===== config.mk =====
export PLATFORM = sky130hd
export DESIGN_NAME = pulse_count_arbiter
export DESIGN_NICKNAME = d
export VERILOG_FILES = /design/src/rtl/pulse_count_arbiter.sv
export SDC_FILE = /design/constraint.sdc
export NUM_CORES = 1
export LEC_CHECK = 0
export ABC_AREA = 1
export CAP_MARGIN = 10
export CORE_MARGIN = 1
export CORE_UTILIZATION = 50
export CTS_CLUSTER_SIZE = 10
export DETAILED_ROUTE_END_ITERATION = 10
export GPL_ROUTABILITY_DRIVEN = 0
export PLACE_DENSITY_LB_ADDON = 0.3
export SLEW_MARGIN = 0
export SYNTH_ARGS = -nofsm -noshare
export SYNTH_HDL_FRONTEND = slang
export SYNTH_SLANG_ARGS = --single-unit

===== constraint.sdc =====
create_clock -name clk -period 1.7 [get_ports clk]
set_input_delay 0.34 -clock clk [delete_from_list [all_inputs] [get_ports clk]]
set_output_delay 0.34 -clock clk [all_outputs]
set_load 0.03 [all_outputs]

===== src/rtl/pulse_count_arbiter.sv =====
// Round-robin arbiter handing one shared pulse counter to four requesters.
// A job ends with done after TARGET owner pulses, or with abort on request drop or idle timeout.
module pulse_count_arbiter #(
    parameter int TARGET  = 4,
    parameter int TIMEOUT = 16
) (
    input  logic       clk,
    input  logic       rst,
    input  logic [3:0] req,
    input  logic [3:0] pulse,
    output logic [3:0] grant,
    output logic       busy,
    output logic [2:0] count,
    output logic       done,
    output logic       abort,
    output logic [1:0] done_id
);

    typedef enum logic [1:0] {
        IDLE    = 2'd0,
        ACTIVE  = 2'd1,
        RELEASE = 2'd2
    } state_t;

    localparam logic [2:0] LAST_COUNT = 3'(TARGET - 1);
    localparam logic [7:0] LAST_TICK  = 8'(TIMEOUT - 1);

    state_t     state_reg, state_next;
    logic [1:0] owner_reg, owner_next;
    logic [1:0] ptr_reg, ptr_next;
    logic [1:0] done_id_reg, done_id_next;
    logic [2:0] count_reg, count_next;
    logic [7:0] timer_reg, timer_next;
    logic       done_reg, done_next;
    logic       abort_reg, abort_next;

    // Request vector viewed from ptr upward, so offset 0 has highest priority.
    logic [3:0] rot_req;
    logic [1:0] rot_idx [4];

    genvar gi;
    generate
        for (gi = 0; gi < 4; gi++) begin : g_rot
            assign rot_idx[gi] = ptr_reg + 2'(gi);
            assign rot_req[gi] = req[rot_idx[gi]];
        end
    endgenerate

    logic       pick_valid;
    logic [1:0] pick_idx;

    always_comb begin
        pick_valid = |rot_req;
        pick_idx   = ptr_reg;
        for (int i = 3; i >= 0; i--) begin
            if (rot_req[i]) begin
                pick_idx = rot_idx[i];
            end
        end
    end

    logic owner_pulse;
    logic owner_req;

    assign owner_pulse = pulse[owner_reg];
    assign owner_req   = req[owner_reg];

    always_comb begin
        state_next   = state_reg;
        owner_next   = owner_reg;
        ptr_next     = ptr_reg;
        done_id_next = done_id_reg;
        count_next   = count_reg;
        timer_next   = timer_reg;
        done_next    = 1'b0;
        abort_next   = 1'b0;

        case (state_reg)
            IDLE: begin
                count_next = 3'd0;
                timer_next = 8'd0;
                if (pick_valid) begin
                    state_next = ACTIVE;
                    owner_next = pick_idx;
                end
            end

            ACTIVE: begin
                // Completion outranks a simultaneous request drop.
                if (owner_pulse && (count_reg == LAST_COUNT)) begin
                    state_next   = RELEASE;
                    done_next    = 1'b1;
                    done_id_next = owner_reg;
                    count_next   = 3'd0;
                    timer_next   = 8'd0;
                end else if (!owner_req) begin
                    state_next   = RELEASE;
                    abort_next   = 1'b1;
                    done_id_next = owner_reg;
                    count_next   = 3'd0;
                    timer_next   = 8'd0;
                end else if (owner_pulse) begin
                    count_next = count_reg + 3'd1;
                    timer_next = 8'd0;
                end else if (timer_reg == LAST_TICK) begin
                    state_next   = RELEASE;
                    abort_next   = 1'b1;
                    done_id_next = owner_reg;
                    count_next   = 3'd0;
                    timer_next   = 8'd0;
                end else begin
                    timer_next = timer_reg + 8'd1;
                end
            end

            RELEASE: begin
                ptr_next   = owner_reg + 2'd1;
                count_next = 3'd0;
                timer_next = 8'd0;
                state_next = IDLE;
            end

            default: begin
                state_next = IDLE;
                count_next = 3'd0;
                timer_next = 8'd0;
            end
        endcase
    end

    always_ff @(posedge clk or negedge rst) begin
        if (!rst) begin
            state_reg   <= IDLE;
            owner_reg   <= 2'd0;
            ptr_reg     <= 2'd0;
            done_id_reg <= 2'd0;
            count_reg   <= 3'd0;
            timer_reg   <= 8'd0;
            done_reg    <= 1'b0;
            abort_reg   <= 1'b0;
        end else begin
            state_reg   <= state_next;
            owner_reg   <= owner_next;
            ptr_reg     <= ptr_next;
            done_id_reg <= done_id_next;
            count_reg   <= count_next;
            timer_reg   <= timer_next;
            done_reg    <= done_next;
            abort_reg   <= abort_next;
        end
    end

    generate
        for (gi = 0; gi < 4; gi++) begin : g_grant
            assign grant[gi] = (state_reg == ACTIVE) && (owner_reg == 2'(gi));
        end
    endgenerate

    assign busy    = (state_reg == ACTIVE);
    assign count   = count_reg;
    assign done    = done_reg;
    assign abort   = abort_reg;
    assign done_id = done_id_reg;

endmodule


==> key figures <==
Run status
  – Outcome: complete, no violations

Flow run
  – Number of max-cap violations: 0

STA
  – Final Critical Period: 1.660 ns
  – Worst clock skew on the final layout: 0.008548 ns
  – Maximum achievable frequency: 0.6024 GHz
  – Max-slew violations: 0
  – Setup violations, final: 0
  – Post-route fraction of the period consumed by the critical path: 97.65%
  – Unrepaired setup endpoints after global routing: yes
  – Fin. Hold Viols: 0
  – Slew HR: 73.92%
  – Worst Max-Slew Pin Slew: 0.3912 ns
  – Smallest setup slack after layout: 0.03987 ns

Die
  – Overall die area: 3011 um2
  – Height of the die: 54.87 um
  – I/O pin count: 22
  – Chip width: 54.87 um
  – Core region area: 2567 um2
  – # rows: 18
  – Initial core utilization: 54.43%

Place
  – Instance area at placement: 1635 um2
  – Total instance count after detailed placement: 240
  – Worst slack at placement: -0.06501 ns
  – PortBufs: 21
  – Detailed-placement wirelength estimate: 2.266 mm

Worst setup path
  – Critical Path, Cell by Cell: clkinv_4 -> ha_1 -> inv_1 -> nor2_1 -> buf_4
  – Peak fanout along the critical path: 7
  – Crit path DAT: 1.32 ns
  – Crit path capture type: output pin
  – Worst reg2reg path depth: 9
  – Critical Path Start Type: flop
  – Kind of critical path: reg2out
  – Kind of cell with the highest combined delay on the critical path: flip-flops
  – Levels on crit path: 5
  – Worst Path Buf+Inv: 3
  – Worst EP required: 1.36 ns
  – Slowest CP cell: sky130_fd_sc_hd__dfrtp_2
  – Longest individual stage delay on the worst path: 0.49 ns

Global routing
  – Wire length of the first global-routing pass: 4.892 mm
  – Vias in the first global route: 1201
  – Largest net degree at the start of global routing: 22
  – Final global-route overflow total: 0
  – Global router's overall resource usage: 22.88%
  – Antenna violations before repair: 0

Logic synthesis
  – Synth top area cells: sky130_fd_sc_hd__dfrtp_1 (38%), sky130_fd_sc_hd__nand2_1 (12%), sky130_fd_sc_hd__nand2_2 (8.1%)
  – Count of unique library cells instantiated by Yosys: 25
  – Share of synthesized area occupied by flip-flops and latches: 37.60%
  – Proportion of register bits with asynchronous set or reset after synthesis: 100.0%
  – Total number of yosys warnings: 0
  – Net count after synthesis: 205
  – Cell type with the highest aggregate area in the netlist: sky130_fd_sc_hd__dfrtp_1
  – Most frequently used cell type in the post-synthesis netlist: sky130_fd_sc_hd__nand2_1
  – List of most frequent post-synthesis cells: sky130_fd_sc_hd__nand2_1 (45), sky130_fd_sc_hd__inv_1 (26), sky130_fd_sc_hd__nor2_1 (22), sky130_fd_sc_hd__dfrtp_1 (21), sky130_fd_sc_hd__nand3_1 (20)
  – Flip-flop and latch count after synthesis: 21
  – Gate count of the mapped netlist: 188
  – Dominant register cell in the synthesized netlist: sky130_fd_sc_hd__dfrtp_1
  – Post-synthesis instance area: 1398 um2
  – Post-synthesis area per instance: 7.434 um2
  – Top cell type's share of synthesized area: 37.60%
  – Post-synth EDFFs: 0

Route
  – Number of optimization iterations in the first detailed-route pass: 4
  – Average via count per standard cell: 5.047
  – Number of violations reported at the end of detailed-routing iteration 0: 33
  – Wire length per cell: 12.07 um
  – Number of nets with antenna violations after detailed routing: 0
  – Total via count after detailed routing: 1277
  – DRC violation count after routing: 0
  – Final Routed Wirelength: 3.054 mm

Power and ir drop
  – Pwr dens: 1675 nW/um2
  – Peak VDD IR: 1258 uV
  – Total leakage power: 0.9663 nW

Layout
  – Max FFs per register: 8
  – Layout cells sized above 1: 26.46%
  – Area overhead of the layout relative to synthesis: 25.87%
  – Post-Layout Inst Area: 1759 um2
  – # nets final: 241
  – Final cell count without fillers: 253
  – Count of antenna diodes in the layout: 0
  – Final core utilization: 68.52%

Clock network
  – Max Buffers Root-to-Sink: 2
  – Total clock buffers created by CTS: 3
  – TritonCTS clock tree: done
  – Post-CTS clock slew at the launch and capture registers of the worst setup and hold paths: 0.12 ns
  – H-tree lvl count: 1
  – Clock Sinks: 21
  – Clock latency of the later-clocked register in the worst-skew pair: 0.31 ns
  – Root buffer selected by CTS: sky130_fd_sc_hd__clkbuf_4
  – Hold bufs inserted after CTS: 0

Min path
  – Hold crit path type: in2async
## what timing repair did
item                                    CTS  global route
gates resized for setup                   5            13
endpoints found under the hold margin     0             0
cloned                                    0             0
buffers inserted                          4             5
endpoints found under the setup margin    8             7
pin swaps                                 0             3
## metal layers
layer / vias up / share of wire, % / GRT usage (%)
li1: 649 / - / -
met1: 579 / 46 / 28.89
met2: 43 / 47 / 40.76
met3: 6 / 5.6 / 2.222
met4: 0 / 1.1 / 6.410
met5: - / 0 / 0
## area by class of cell
class / count / area, um2
multi-input cells: 133 / 725.7
flip-flops and latches: 21 / 526.8
clock inverters: 1 / 5.005
fillers: 208 / 808.3
clock buffers: 3 / 22.52
repair buffers: 33 / 307.8
well taps: 30 / 37.54
inverters: 32 / 133.9
## logic make-up (layout without fill, tap and decap cells)
logic type / Yosys count / in the layout / synth area share, %
simple gates: 113 / 113 / 38.59
buf+inv: 34 / 69 / 11.01
flops: 21 / 21 / 37.60
compound gates: 11 / 11 / 5.283
fa+ha+maj: 7 / 7 / 6.266
xor+xnor: 2 / 2 / 1.254
## power by group
part           leakage (nW)  internal, mW  switching, mW
Combinational         0.673         0.741           1.18
Clock                0.0177        0.0880          0.156
Sequential            0.276         0.625          0.157
Total                 0.966          1.45           1.49
## per-stage QoR
step                      setup TNS, ns  hold slack [ns]  total power, mW
final                                 0           0.3702            2.946
after global routing            -0.1176           0.3859            3.206
after floorplan                       0          0.04441            2.077
after global placement         -0.01091           0.4536            2.443
after CTS                             0           0.3712            2.799
after detailed placement        -0.2138           0.4642            2.517
## cell usage in the layout, fill, tap and decap left out, drive strengths merged
cell type / n
nand2: 63
clkinv: 3
dfrtp: 21
o21ai: 5
dlymetal6s2s: 3
nand3: 22
a21oi: 3
dlygate4sd2: 4
ha: 7
o211ai: 2
o22ai: 1
clkdlybuf4s50: 10
xnor2: 1
xor2: 1
nor2: 27
buf: 16
clkbuf: 3
inv: 30
nand4: 1
## path summary, 6_finish.rpt
path | startpoint | end | slack, ns
max | owner_reg[0] | grant[0] | 0.04
min | rst | count[1] | 0.37
max reg2reg | ptr_reg[0] | owner_reg[1] | 0.17
min reg2reg | timer_reg[0] | timer_reg[0] | 0.48
max in group asynchronous | rst | owner_reg[0] | 1.09
min in group clk | timer_reg[0] | timer_reg[0] | 0.48
Power figures use the tool's default switching activity.
